## src/rtl/sum_accumulator.sv

```systemverilog
// sum_accumulator: frames COUNT adder results into one saturating total.
// Valid/ready on both sides; Clear aborts the frame in progress.
module sum_accumulator #(
  parameter int N     = 8,
  parameter int COUNT = 4,
  parameter int ACC_W = 11
) (
  input  logic             Clk,
  input  logic             Rst_N,
  input  logic [N:0]       In_Sum,
  input  logic             In_Valid,
  output logic             In_Ready,
  input  logic             Clear,
  output logic [ACC_W-1:0] Out_Acc,
  output logic             Out_Sat,
  output logic             Out_Valid,
  input  logic             Out_Ready
);

  typedef enum logic [1:0] {
    S_IDLE,
    S_ACCUM,
    S_DONE
  } state_t;

  localparam logic [7:0]       LP_COUNT = 8'(COUNT);
  localparam logic [ACC_W-1:0] LP_MAX   = '1;

  state_t           r_state;
  state_t           w_state_nx;
  logic [ACC_W-1:0] r_acc;
  logic [ACC_W-1:0] w_acc_nx;
  logic [7:0]       r_cnt;
  logic [7:0]       w_cnt_nx;
  logic             r_sat;
  logic             w_sat_nx;

  logic [ACC_W-1:0] w_in_ext;
  logic [ACC_W:0]   w_sum;
  logic [7:0]       w_cnt_inc;
  logic             w_accept;

  assign w_in_ext  = ACC_W'(In_Sum);
  assign w_sum     = {1'b0, r_acc} + {1'b0, w_in_ext};
  assign w_cnt_inc = r_cnt + 8'd1;
  assign w_accept  = In_Valid & In_Ready;

  assign In_Ready  = (r_state != S_DONE);
  assign Out_Valid = (r_state == S_DONE);
  assign Out_Acc   = r_acc;
  assign Out_Sat   = r_sat;

  // State, accumulator, beat count and sticky saturation registers
  always_ff @(posedge Clk or negedge Rst_N) begin
    if (!Rst_N) begin
      r_state <= S_IDLE;
      r_acc   <= '0;
      r_cnt   <= '0;
      r_sat   <= 1'b0;
    end else begin
      r_state <= w_state_nx;
      r_acc   <= w_acc_nx;
      r_cnt   <= w_cnt_nx;
      r_sat   <= w_sat_nx;
    end
  end

  // Next-state and datapath decode; Clear overrides everything
  always_comb begin
    w_state_nx = r_state;
    w_acc_nx   = r_acc;
    w_cnt_nx   = r_cnt;
    w_sat_nx   = r_sat;
    if (Clear) begin
      w_state_nx = S_IDLE;
      w_acc_nx   = '0;
      w_cnt_nx   = '0;
      w_sat_nx   = 1'b0;
    end else begin
      unique case (r_state)
        S_IDLE: begin
          if (w_accept) begin
            w_acc_nx   = w_in_ext;
            w_cnt_nx   = 8'd1;
            w_sat_nx   = 1'b0;
            w_state_nx = (LP_COUNT == 8'd1) ? S_DONE : S_ACCUM;
          end
        end
        S_ACCUM: begin
          if (w_accept) begin
            w_acc_nx = w_sum[ACC_W] ? LP_MAX : w_sum[ACC_W-1:0];
            w_sat_nx = r_sat | w_sum[ACC_W];
            w_cnt_nx = w_cnt_inc;
            if (w_cnt_inc == LP_COUNT) begin
              w_state_nx = S_DONE;
            end
          end
        end
        S_DONE: begin
          if (Out_Ready) begin
            w_state_nx = S_IDLE;
            w_acc_nx   = '0;
            w_cnt_nx   = '0;
            w_sat_nx   = 1'b0;
          end
        end
        default: begin
          w_state_nx = S_IDLE;
          w_acc_nx   = '0;
          w_cnt_nx   = '0;
          w_sat_nx   = 1'b0;
        end
      endcase
    end
  end

endmodule
```

## config.mk

```make
export PLATFORM = sky130hd
export DESIGN_NAME = sum_accumulator
export DESIGN_NICKNAME = d
export VERILOG_FILES = /design/src/rtl/sum_accumulator.sv
export SDC_FILE = /design/constraint.sdc
export NUM_CORES = 1
export LEC_CHECK = 0
export BUFFER_PORTS_ARGS = -buffer_cell sky130_fd_sc_hd__buf_4
export CORE_ASPECT_RATIO = 1.25
export CORE_UTILIZATION = 45
export DETAILED_ROUTE_END_ITERATION = 6
export GPL_TIMING_DRIVEN = 0
export PLACE_DENSITY = 0.66
export SLEW_MARGIN = 30
export SYNTH_ARGS = -nofsm -noshare
export SYNTH_HDL_FRONTEND = slang
export SYNTH_SLANG_ARGS = --single-unit
export TNS_END_PERCENT = 10
```

## constraint.sdc

```tcl
create_clock -name Clk -period 5.3 [get_ports Clk]
set_input_delay 0.795 -clock Clk [delete_from_list [all_inputs] [get_ports Clk]]
set_output_delay 0.795 -clock Clk [all_outputs]
set_load 0.05 [all_outputs]
```

# Word level (Yosys, flattened, before mapping)
# Cells that the tools add are included.
[totals]
ff_bits = 22
latchBits = 0
ramBits = 0
rom_bits = 0
inputBits = 14
output_inout_bits = 14
elab_cells = 41
memories = 0
[op_classes]
add_sub_neg = 2
n_mul = 0
n_div = 0
n_lt_le_gt_ge = 0
n_eq_ne = 8
n_shift = 0
n_mux = 22
n_bitwise = 2
n_reduce_logical = 3
[op_table]
columns = ["op", "n"]
rows = [
  ["11-bit two-way mux", 5],
  ["11-bit one-hot mux with 3 select lines", 1],
  ["8-bit two-way mux", 4],
  ["8-bit one-hot mux with 3 select lines", 1],
  ["11-bit by 9-bit adder with 12-bit output", 1],
  ["2-bit two-way mux", 5],
  ["3-bit != test, second input constant", 3],
  ["8-bit by 1-bit adder with 8-bit output, second input constant", 1],
  ["8-bit by 3-bit == test with 1-bit output, second input constant", 1],
  ["2-bit one-hot mux with 3 select lines", 1],
  ["1-bit two-way mux", 4],
  ["4-bit AND reduction", 1],
  ["3-bit by 2-bit != test with 1-bit output, second input constant", 1],
  ["1-bit one-hot mux with 3 select lines", 1],
  ["3-bit AND reduction", 1],
  ["2-bit by 1-bit == test with 1-bit output, second input constant", 1],
  ["2-bit == test, second input constant", 1],
  ["2-bit logical NOT", 1],
  ["2-bit != test, second input constant", 1],
  ["1-bit AND", 1],
  ["1-bit OR", 1],
]

# Longest topological paths before layout
[depth]
word_depth = 6
mapped_depth = 8
depth_no_buf = 8

# Worst setup path before layout
# No wires, ideal clock.
[synth_timing]
path_type = "in2reg"
start = "in In_Sum[0]"
end = "reg r_acc[10], in the netlist Out_Acc[10]"
setup_time_ns = 0.069
arrival_ns = 2.496
t_required_ns = 5.231
slack_ns = 2.736
stages = 8
n_path_buf = 0
path_cell_list = "ha_1 -> fa_1 -> a211oi_1 -> o21ai_1 -> a221oi_1 -> nor2b_1 -> a31o_2 -> nand3_1"
[synth_via]
elab_chain_cells = 5
[synth_lines]
columns = ["element", "line", "rtl"]
rows = [
  ["start: declaration", "10", "input logic [N:0] In_Sum,"],
  ["11-bit by 9-bit adder with 12-bit output", "44", "assign w_sum = {1'b0, r_acc} + {1'b0, w_in_ext};"],
  ["11-bit two-way mux", "91", "w_acc_nx = w_sum[ACC_W] ? LP_MAX : w_sum[ACC_W-1:0];"],
  ["11-bit two-way mux", "90", "if (w_accept) begin"],
  ["11-bit one-hot mux with 3 select lines", "80", "unique case (r_state)"],
  ["11-bit two-way mux", "74", "if (Clear) begin"],
  ["end signal: assignment", "62", "r_acc <= w_acc_nx;"],
  ["end: declaration", "31", "logic [ACC_W-1:0] r_acc;"],
]
# No other way between the ends. The select of a mux whose other input is x is not followed.
# A chain may end at the register's enable or synchronous reset.

# Final worst setup path
# Same ends and word-level chain as after synthesis.

==> impl_metrics.tcl <==
set metrics [dict create \
    final_cell_area_um2 1890 \
    vias 1539 \
    final_cell_mix "28 x buf_4, 28 x o21ai_0, 22 x dfrtp_1, 20 x nand2_1, 13 x a21oi_1" \
    final.setup_skew_ns 0.00217 \
    start_util 0.483 \
    grt_pass1_vias 1464 \
    preCtsSetupSlack_ns 2.41 \
    post_drt_wl_per_cell_um 16.5 \
    grtUsageTotal 0.248 \
    clk-insertion-delay-late_ns 0.27 \
    whs_ns 0.410 \
    synth_fp_nets 212 \
    rows 23 \
    use_met1 0.285 \
    status "completed" \
    nets 244 \
    htreeDepth 1 \
    start_kind "input port" \
    syn_inst 186 \
    synth_edf_count 0 \
    fmax_mhz 382 \
    cts_root_buffer "clkbuf_8" \
    ys_ff_latch 22 \
    avgViaCountPerCell 6.06 \
    synth.area.mux_share 0 \
    path_max_fanout 3 \
    place_congestion 0.872 \
    antenna_found_initial 0 \
    clk_pin_slew_ns 0.09 \
    drt-total-wl_um 4200 \
    syn_to_final_growth_pct 19.2 \
    synth_top_family_by_area "compound AO/OA/AOI/OAI gates" \
    synth.distinct_cells 45 \
    slew_headroom 0.612 \
    yosys_warnings 0 \
    grt.busiest_layer "met2" \
    die_w_um 55.1 \
    irDropWorstVdd_v 0.000169 \
    fp.coreArea_um2 3280 \
    drc 0 \
    dieArea_um2 3760 \
    ys_seq_area_frac 0.348 \
    io_buffers 27 \
    powerDensity_nw_per_um2 235 \
    required_ns 5.51 \
    drive_above_1_share 0.194 \
    use_met3 0.0333 \
    grt_pass1_wl_um 6610 \
    cts_buffers 3 \
    clockBufferDepth 2 \
    synth-simple-area-share 0.207 \
    r2r_cells 8 \
    synth_ff_type "dfrtp_1" \
    grt_max_degree 23 \
    synth_area_um2 1580 \
    setup_viol 0 \
    cts_tree "done" \
    fill_cells 302 \
    hpwl_um 3150 \
    syn_area_per_cell_um2 8.52 \
    grt.met2_usage 0.434 \
    first_iter_violations 31 \
    dpl_cell_area_um2 1830 \
    worstSetupPathType "input port to flip-flop" \
    fp.dieH_um 68.3 \
    leakagePower_nw 0.905 \
    grt-ovfl-total 0 \
    critPathArrivalTime_ns 2.82 \
    synth-xor-area-share 0.0387 \
    placed_cells 250 \
    setup-tns-final_ns 0 \
    utilization 0.576 \
    power_mw 0.444 \
    slew_viol_final 0 \
    cp-end-kind "flip-flop" \
    cap_violations 0 \
    fin_ws_ns 2.68 \
    synth-compound-area-share 0.277 \
    antenna_cells 0 \
    synth_fa_ha_area_frac 0.0995 \
    min_period_over_period 0.494 \
    tightest_slew_ns 0.577 \
    rsz0062_at_grt "false" \
    cts_sinks 22 \
    worstHoldPathType "input port to asynchronous set/reset pin" \
    ant_nets 0 \
    dr.pass1.iters 4 \
    postCtsSetupRepairBufs 0 \
    synthArstFlopShare 1.00 \
    ioPinCount 28 \
    final.min_clock_period_ns 2.62 \
    ctsHoldBuffers 0 \
    cts.repair.resized 0 \
    finalHoldViolations 0 \
    fin_cells 254 \
]
[layer usage]
| layer | up-vias | routed length, um | share of wire |
|---|---|---|---|
| li1 | 743 | - | - |
| met1 | 739 | 1780 | 0.42 |
| met2 | 47 | 2120 | 0.50 |
| met3 | 10 | 203 | 0.048 |
| met4 | 0 | 98 | 0.023 |
| met5 | - | 0 | 0 |
[state kept, by name, indices dropped and copies added (netlist names)]
register,count
r_cnt,8
Out_Sat,1
r_state,2
Out_Acc,11
[worst max-delay path, stage by stage]
cell and delay (ns):
buf_4 0.12, ha_1 0.22, fa_1 0.43, a211oi_1 0.26, o21ai_1 0.13, a221oi_1 0.43, nor2b_1 0.11, a31o_2 0.26
nand3_1 0.08
[area by class of cell]
class | instances | area, um2 | area share
Tap cell | 37 | 46.3 | 0.0245
Sequential cell | 22 | 551 | 0.292
Clock buffer | 4 | 55.1 | 0.0292
Multi-Input combinational cell | 153 | 986 | 0.522
Timing Repair Buffer | 27 | 203 | 0.107
Buffer | 8 | 36.3 | 0.0192
Inverter | 3 | 11.3 | 0.00596
[cells by family (layout without fill, tap and decap cells)]
| logic type | after synthesis | in the layout |
|---|---|---|
| adder cells (fa/ha/maj) | 12 | 12 |
| flip-flops | 22 | 22 |
| AO/OA/AOI/OAI | 70 | 70 |
| buffers and inverters | 11 | 42 |
| AND/OR/NAND/NOR | 64 | 64 |
| XOR/XNOR | 7 | 7 |
[power breakdown]
group          switching (mW)  internal (mW)
registers             0.00984          0.177
logic                  0.0821         0.0499
clock network          0.0597         0.0664
total                   0.152          0.293
[cells in the mapped netlist, drive strengths merged, types with 2 or more instances]
| library cell | n | share of area |
|---|---|---|
| inv | 3 | 0.0071 |
| a22oi | 5 | 0.024 |
| ha | 11 | 0.087 |
| xor2 | 4 | 0.022 |
| dfrtp | 22 | 0.35 |
| xnor2 | 3 | 0.017 |
| clkbuf | 5 | 0.012 |
| o21ai | 30 | 0.095 |
| o31ai | 3 | 0.014 |
| o211a | 2 | 0.013 |
| nor3 | 3 | 0.0095 |
| nor2b | 3 | 0.012 |
| nand2b | 3 | 0.012 |
| buf | 3 | 0.011 |
| and3 | 5 | 0.023 |
| o21a | 2 | 0.0095 |
| a21oi | 14 | 0.047 |
| nand3 | 12 | 0.041 |
| nand2 | 21 | 0.051 |
| a21o | 4 | 0.019 |
| nor2 | 12 | 0.035 |
[final timing paths]
check / start / endpoint / slack [ns]
max reg2reg: Out_Acc[0]$_DFFE_PN0P_ / Out_Acc[10]$_DFFE_PN0P_ / 2.90
min reg2reg: Out_Acc[7]$_DFFE_PN0P_ / Out_Acc[7]$_DFFE_PN0P_ / 0.54
min: Rst_N / r_cnt[5]$_DFFE_PN0P_ / 0.41
max in group asynchronous: Rst_N / Out_Acc[10]$_DFFE_PN0P_ / 4.66
max: In_Sum[0] / Out_Acc[10]$_DFFE_PN0P_ / 2.68
min in group Clk: Out_Acc[7]$_DFFE_PN0P_ / Out_Acc[7]$_DFFE_PN0P_ / 0.54
Note: power is estimated with default switching activity, not from simulation.
